--- config.mk ---
export PLATFORM = sky130hd
export DESIGN_NAME = ppu_nt_fetch_tracker_flat
export DESIGN_NICKNAME = d
export VERILOG_FILES = /design/src/rtl/ppu_nt_fetch_tracker_if.sv /design/src/rtl/ppu_nt_fetch_tracker.sv /design/src/flat_wrapper.sv
export SDC_FILE = /design/constraint.sdc
export NUM_CORES = 1
export LEC_CHECK = 0
export ABC_CLOCK_PERIOD_IN_PS = 5400
export BUFFER_PORTS_ARGS = -buffer_cell sky130_fd_sc_hd__buf_2
export CORE_UTILIZATION = 40
export CTS_CLUSTER_DIAMETER = 120
export DETAILED_ROUTE_END_ITERATION = 10
export SYNTH_ARGS = -nofsm -noshare
export SYNTH_HDL_FRONTEND = slang
export SYNTH_SLANG_ARGS = --single-unit
--- constraint.sdc ---
create_clock -name clk -period 5.4 [get_ports clk]
set_input_delay 1.08 -clock clk [delete_from_list [all_inputs] [get_ports clk]]
set_output_delay 1.08 -clock clk [all_outputs]
set_load 0.02 [all_outputs]
--- src/rtl/ppu_nt_fetch_tracker_if.sv ---
// PPU-side bus and qualified nametable-strobe outputs of ppu_nt_fetch_tracker.
interface ppu_nt_fetch_tracker_if;
    logic [13:0] ppu_addr;
    logic        ppu_oe_n;
    logic        ppu_we_n;
    logic        freeze;
    logic        nt_valid;
    logic        nt_wr;
    logic [11:0] nt_addr;
    logic        nt_is_attr;
    logic [6:0]  fetch_cnt;
    logic        line_end;
    logic        rendering;

    modport master (
        output ppu_addr, ppu_oe_n, ppu_we_n, freeze,
        input  nt_valid, nt_wr, nt_addr, nt_is_attr, fetch_cnt, line_end, rendering
    );

    modport slave (
        input  ppu_addr, ppu_oe_n, ppu_we_n, freeze,
        output nt_valid, nt_wr, nt_addr, nt_is_attr, fetch_cnt, line_end, rendering
    );
endinterface

--- src/rtl/ppu_nt_fetch_tracker.sv ---
// Synchronises the raw PPU bus, qualifies each A13-high window and emits one
// strobe per nametable read or write, plus per-line fetch and rendering tracking.
module ppu_nt_fetch_tracker #(
    parameter int SYNC_STAGES = 2,
    parameter int SETTLE_CYC  = 3,
    parameter int RENDER_TMO  = 1023
) (
    input  logic                  clk,
    input  logic                  rst_n,
    ppu_nt_fetch_tracker_if.slave bus
);
    localparam logic [1:0] ST_IDLE    = 2'd0;
    localparam logic [1:0] ST_SETTLE  = 2'd1;
    localparam logic [1:0] ST_CAPTURE = 2'd2;
    localparam logic [1:0] ST_HOLD    = 2'd3;
    localparam logic [9:0] TMO_LIM    = 10'(RENDER_TMO);
    localparam logic [4:0] SETTLE_LIM = 5'(SETTLE_CYC);

    logic [15:0] sync_r [SYNC_STAGES];
    logic [13:0] sa_s;
    logic        soe_n_s;
    logic        swe_n_s;
    logic        oe_unused_s;
    logic        sa13_prev_r;

    logic [1:0]  state_r, state_s;
    logic [3:0]  settle_cnt_r, settle_cnt_s;
    logic [12:0] snap_r, snap_s;
    logic        wr_seen_r, wr_seen_s;
    logic        capture_s, valid_set_s, wr_set_s, line_end_set_s;

    logic        nt_valid_r, nt_wr_r, nt_is_attr_r, line_end_r, rendering_r;
    logic [11:0] nt_addr_r;
    logic [6:0]  fetch_cnt_r;
    logic [6:0]  gap_cnt_r;
    logic        armed_r;
    logic [9:0]  tmr_r;

    assign sa_s        = sync_r[SYNC_STAGES-1][13:0];
    assign swe_n_s     = sync_r[SYNC_STAGES-1][14];
    assign soe_n_s     = sync_r[SYNC_STAGES-1][15];
    // /RD is carried for timing parity; the read/write decision only needs /WR.
    assign oe_unused_s = soe_n_s;

    // Input synchroniser and A13 history; keeps running through freeze.
    always_ff @(posedge clk or negedge rst_n) begin
        if (!rst_n) begin
            for (int i = 0; i < SYNC_STAGES; i++) sync_r[i] <= 16'd0;
            sa13_prev_r <= 1'b0;
        end else begin
            sync_r[0] <= {bus.ppu_oe_n, bus.ppu_we_n, bus.ppu_addr};
            for (int i = 1; i < SYNC_STAGES; i++) sync_r[i] <= sync_r[i-1];
            sa13_prev_r <= sa_s[13];
        end
    end

    // Fetch qualification FSM next-state and strobe decode.
    always_comb begin
        state_s      = state_r;
        settle_cnt_s = settle_cnt_r;
        snap_s       = snap_r;
        wr_seen_s    = wr_seen_r;
        capture_s    = 1'b0;
        valid_set_s  = 1'b0;
        wr_set_s     = 1'b0;
        case (state_r)
            ST_IDLE: begin
                if (sa_s[13] && !sa13_prev_r) begin
                    state_s      = ST_SETTLE;
                    settle_cnt_s = 4'd1;
                    snap_s       = sa_s[12:0];
                end else begin
                    state_s = ST_IDLE;
                end
            end
            ST_SETTLE: begin
                if (!sa_s[13]) begin
                    state_s = ST_IDLE;
                end else if (sa_s[12:0] != snap_r) begin
                    snap_s       = sa_s[12:0];
                    settle_cnt_s = 4'd1;
                end else begin
                    settle_cnt_s = settle_cnt_r + 4'd1;
                    if (({1'b0, settle_cnt_r} + 5'd1) >= SETTLE_LIM) begin
                        state_s = ST_CAPTURE;
                    end else begin
                        state_s = ST_SETTLE;
                    end
                end
            end
            ST_CAPTURE: begin
                capture_s = 1'b1;
                wr_seen_s = !swe_n_s;
                state_s   = ST_HOLD;
            end
            ST_HOLD: begin
                wr_seen_s = wr_seen_r | !swe_n_s;
                // Level test so a fall that happened during freeze is still reported.
                if (!sa_s[13]) begin
                    state_s = ST_IDLE;
                    if (wr_seen_s) begin
                        wr_set_s = 1'b1;
                    end else begin
                        valid_set_s = 1'b1;
                    end
                end else begin
                    state_s = ST_HOLD;
                end
            end
            default: begin
                state_s = ST_IDLE;
            end
        endcase
    end

    assign line_end_set_s = armed_r && (gap_cnt_r == 7'd63) && !valid_set_s
                            && (fetch_cnt_r != 7'd0);

    // FSM state, captured outputs and line/rendering counters; all hold on freeze.
    always_ff @(posedge clk or negedge rst_n) begin
        if (!rst_n) begin
            state_r      <= ST_IDLE;
            settle_cnt_r <= 4'd0;
            snap_r       <= 13'd0;
            wr_seen_r    <= 1'b0;
            nt_valid_r   <= 1'b0;
            nt_wr_r      <= 1'b0;
            line_end_r   <= 1'b0;
            nt_addr_r    <= 12'd0;
            nt_is_attr_r <= 1'b0;
            fetch_cnt_r  <= 7'd0;
            gap_cnt_r    <= 7'd0;
            armed_r      <= 1'b0;
            tmr_r        <= TMO_LIM;
            rendering_r  <= 1'b0;
        end else if (bus.freeze) begin
            nt_valid_r <= 1'b0;
            nt_wr_r    <= 1'b0;
            line_end_r <= 1'b0;
        end else begin
            state_r      <= state_s;
            settle_cnt_r <= settle_cnt_s;
            snap_r       <= snap_s;
            wr_seen_r    <= wr_seen_s;
            nt_valid_r   <= valid_set_s;
            nt_wr_r      <= wr_set_s;
            line_end_r   <= line_end_set_s;
            if (capture_s) begin
                nt_addr_r    <= snap_r[11:0];
                nt_is_attr_r <= (snap_r[9:6] == 4'hF);
            end
            if (line_end_set_s) begin
                fetch_cnt_r <= 7'd0;
            end else if (valid_set_s && (fetch_cnt_r != 7'd127)) begin
                fetch_cnt_r <= fetch_cnt_r + 7'd1;
            end
            if (valid_set_s) begin
                gap_cnt_r <= 7'd0;
                armed_r   <= 1'b1;
            end else begin
                if (gap_cnt_r != 7'd64) gap_cnt_r <= gap_cnt_r + 7'd1;
                if (line_end_set_s) armed_r <= 1'b0;
            end
            if (valid_set_s) begin
                tmr_r       <= 10'd0;
                rendering_r <= 1'b1;
            end else if (tmr_r != TMO_LIM) begin
                tmr_r <= tmr_r + 10'd1;
                if ((tmr_r + 10'd1) == TMO_LIM) rendering_r <= 1'b0;
            end
        end
    end

    assign bus.nt_valid   = nt_valid_r;
    assign bus.nt_wr      = nt_wr_r;
    assign bus.nt_addr    = nt_addr_r;
    assign bus.nt_is_attr = nt_is_attr_r;
    assign bus.fetch_cnt  = fetch_cnt_r;
    assign bus.line_end   = line_end_r;
    assign bus.rendering  = rendering_r;
endmodule

--- src/flat_wrapper.sv ---
// flat-port wrapper written by rule: the top's interface ports become plain ports
module ppu_nt_fetch_tracker_flat 
#(
    parameter int SYNC_STAGES = 2,
    parameter int SETTLE_CYC  = 3,
    parameter int RENDER_TMO  = 1023
)
  (clk, rst_n, bus_ppu_addr, bus_ppu_oe_n, bus_ppu_we_n, bus_freeze, bus_nt_valid, bus_nt_wr, bus_nt_addr, bus_nt_is_attr, bus_fetch_cnt, bus_line_end, bus_rendering);
  ppu_nt_fetch_tracker_if bus_i ();
  input  logic clk;
  input  logic rst_n;
  input wire logic [$bits(bus_i.ppu_addr)-1:0] bus_ppu_addr;
  input wire logic [$bits(bus_i.ppu_oe_n)-1:0] bus_ppu_oe_n;
  input wire logic [$bits(bus_i.ppu_we_n)-1:0] bus_ppu_we_n;
  input wire logic [$bits(bus_i.freeze)-1:0] bus_freeze;
  output wire logic [$bits(bus_i.nt_valid)-1:0] bus_nt_valid;
  output wire logic [$bits(bus_i.nt_wr)-1:0] bus_nt_wr;
  output wire logic [$bits(bus_i.nt_addr)-1:0] bus_nt_addr;
  output wire logic [$bits(bus_i.nt_is_attr)-1:0] bus_nt_is_attr;
  output wire logic [$bits(bus_i.fetch_cnt)-1:0] bus_fetch_cnt;
  output wire logic [$bits(bus_i.line_end)-1:0] bus_line_end;
  output wire logic [$bits(bus_i.rendering)-1:0] bus_rendering;
  assign bus_i.ppu_addr = bus_ppu_addr;
  assign bus_i.ppu_oe_n = bus_ppu_oe_n;
  assign bus_i.ppu_we_n = bus_ppu_we_n;
  assign bus_i.freeze = bus_freeze;
  assign bus_nt_valid = bus_i.nt_valid;
  assign bus_nt_wr = bus_i.nt_wr;
  assign bus_nt_addr = bus_i.nt_addr;
  assign bus_nt_is_attr = bus_i.nt_is_attr;
  assign bus_fetch_cnt = bus_i.fetch_cnt;
  assign bus_line_end = bus_i.line_end;
  assign bus_rendering = bus_i.rendering;
  ppu_nt_fetch_tracker #(.SYNC_STAGES(SYNC_STAGES), .SETTLE_CYC(SETTLE_CYC), .RENDER_TMO(RENDER_TMO)) u_core (.clk(clk), .rst_n(rst_n), .bus(bus_i));
endmodule
==> run_results.csv <==
group,metric,value,unit
yosys,synth.most_common_cell,"dfrtp_1",
clocking,clk_path_buf_depth,2,
clocking,htree_levels,3,
clocking,cts_inserted_buffers,9,
flow_run,maxCapViolCount,0,
setup_path,crit_required,5680,ps
timing,post-route-min-period,2360,ps
timing,setup-violations-final,0,
global_route,global_route.usage.total,0.154,
yosys,syn-num-nets,356,
timing,timing.fmax,424,MHz
floorplanning,die_h,101,um
yosys,synth_top_area_share,0.526,
yosys,async_flop_share,1.00,
layout,antennaDiodeCount,0,
global_route,grt_start_max_net_pins,56,
layout,final_design_area_no_fill,4520,sq um
detailed_routing,dr.first_iter.drc_count,79,
setup_path,critical_path_class,"reg2reg",
global_route,first_global_vias,2495,
floorplanning,fp.dieArea,10300,sq um
yosys,ys_seq_elements,93,
yosys,largest_cells_by_area_after_synthesis,"dfrtp_1 53%, mux2_2 7.4%, dfstp_2 6.6%",
yosys,synth.cell_area,3950,sq um
timing,grt_setup_unrepaired,"no",
floorplanning,floorplan.initialDensity,0.420,
yosys,yosysWarningCount,0,
detailed_routing,remaining_drc_errors,0,
place,dpl_wire_length,4740,um
detailed_routing,avgRoutedWirePerCell,13.8,um
clocking,clk_pin_slew,100,ps
yosys,ys_types,49,
floorplanning,std_cell_rows,35,
place,gp_congestion,0.809,
detailed_routing,vias_per_instance,5.10,
clocking,postCtsSetupBuffers,0,
yosys,ys.flop_type,"dfrtp_1",
timing,finalHoldViolations,0,
yosys,yosysSeqAreaShare,0.592,
outcome,outcome,"complete, no violations",
power_and_ir_drop,vdd_drop_max,0.134,mV
layout,drive_above_1_share,0.272,
detailed_routing,postRouteWirelength,7070,um
timing,final-max-slew-violation-count,0,
layout,num-nets-final,404,
yosys,synth_area_leader_cell,"dfrtp_1",
clocking,postCtsResizedCells,0,
yosys,post_synth_inst_count,329,
clocking,cts_num_sinks,93,
timing,worst_slew_margin_rel,0.537,
min_path,hp-class,"reg2reg",
setup_path,timing.critical_path.arrival,2630,ps
power_and_ir_drop,p_leak,0.00206,uW
global_route,antenna_violations_before_repair,0,
yosys,post_synthesis_area_per_instance,12.0,sq um
global_route,total_global_routing_overflow,0,
place,placed_cell_area,4310,sq um
setup_path,path_max_fanout,13,
clocking,clock_tree_from_tritoncts,"yes",
floorplanning,chipWidth,101,um
timing,final.setup.tns,0,ps
yosys,top_cells_by_count_synth,"83 x dfrtp_1, 26 x mux2_2, 21 x nand2_1, 21 x nor2_1, 17 x o21ai_0",
detailed_routing,detail-route-antenna-nets,0,
detailed_routing,routed_via_count,2605,
clocking,clk_root_buffer_cell,"clkbuf_8",
floorplanning,boundaryPins,43,
timing,finClkSkew,8.19,ps
global_route,global_route_wire_length_before_repair,12000,um
place,port_buffers,41,
power_and_ir_drop,powerDensity,338,nW/um^2
timing,timing_worst_slew_pin_value,689,ps
yosys,synth-edff-count,0,
setup_path,timing.critical_path.from_type,"flip-flop",
layout,area.growth.synth_to_final,14.3,%
clocking,clock_latency_at_the_later_pin_of_the_worst_skew_pair,360,ps
layout,fillers,875,
floorplanning,fp.coreArea,9420,sq um
setup_path,crit_path_end_kind,"flip-flop",
clocking,postCtsHoldBufs,0,
detailed_routing,firstDrtPassIters,4,
timing,post-route-period-util,0.436,
==> worst max-delay path: stages, from the launching register on <==
cell and delay (ps):
dfstp_2 590, ha_1 260, nand2_1 100, nor2_1 270, a41o_1 470, nand2b_1 420, o21ai_0 160
==> cell usage in the layout (no fill, tap or decap), types with 7 or more instances in the layout <==
cell / n
o21ai_0: 17
buf_2: 40
a21oi_1: 10
inv_1: 15
xor2_1: 8
mux2_2: 26
dfrtp_1: 83
nand4_1: 7
nand3_1: 10
dfstp_2: 10
nand2_1: 21
nor2_1: 21
xnor2_1: 12
clkbuf_8: 9
ha_1: 8
o31ai_1: 7
==> area by class of cell <==
type,instances,area [sq um],share of cell area
clock inverter,7,80.1,0.0177
multi-input combinational,212,1510,0.335
timing repair buffer,46,245,0.0543
inverter,15,56.3,0.0125
tap,129,161,0.0357
sequential,93,2340,0.518
clock buffer,9,124,0.0274
==> per-layer routing <==
| metal | GRT usage | wire length [um] |
|---|---|---|
| met2 | 0.227 | 3200 |
| met1 | 0.217 | 3480 |
| met3 | 0.0297 | 234 |
| met4 | 0.0758 | 144 |
| met5 | 0 | 0 |
==> final timing paths <==
kind                                              endpoint  slack [ps]  cells past startpoint                   startpoint
min reg2reg                      u_core.sa_s[13]$_DFF_PN0_         350                      0  u_core.sync_r[29]$_DFF_PN0_
max                            u_core.tmr_r[2]$_DFFE_PN1P_        3040                      6  u_core.tmr_r[0]$_DFFE_PN1P_
min in group asynchronous    u_core.bus.line_end$_DFF_PN0_         750                      1                        rst_n
max reg2reg                    u_core.tmr_r[2]$_DFFE_PN1P_        3040                      6  u_core.tmr_r[0]$_DFFE_PN1P_
min                              u_core.sa_s[13]$_DFF_PN0_         350                      0  u_core.sync_r[29]$_DFF_PN0_
max in group asynchronous  u_core.gap_cnt_r[1]$_DFFE_PN0P_        3700                      2                        rst_n
==> power by group <==
group	leakage [uW]	internal (uW)	switching (uW)	total, uW
combinational	0.000820	90.3	91.5	182
sequential	0.00113	782	83.9	866
clock	0.000108	222	259	481
==> state kept, by name, indices dropped and copies added, names as in the netlist, 2 cells and up <==
register              flops
u_core.sa_s              14
u_core.bus.fetch_cnt      7
u_core.tmr_r             10
u_core.settle_cnt_r       4
u_core.bus.nt_addr       12
u_core.sync_r            15
u_core.snap_r            13
u_core.state_r            2
u_core.gap_cnt_r          7
==> kinds of logic after synthesis <==
logic type               Yosys count  synth area share
AO/OA/AOI/OAI                     63             0.109
XOR/XNOR                          20            0.0443
adder cells (fa/ha/maj)            8            0.0253
buffers and inverters             24            0.0253
flip-flops                        93             0.592
multiplexers                      27            0.0766
AND/OR/NAND/NOR                   94             0.128
==> stage by stage <==
step,hold slack [ps],total power (uW),worst slack (ps),instances,utilization
2_1_floorplan,331,998,3000,329,-
3_3_place_gp,333,1050,2850,495,0.458
4_1_cts,355,1550,3030,511,0.480
3_5_place_dp,335,1060,2830,495,0.458
6_report,349,1530,3040,511,0.480
5_1_grt,361,1620,2860,511,0.480
Power figures use the tool's default switching activity.
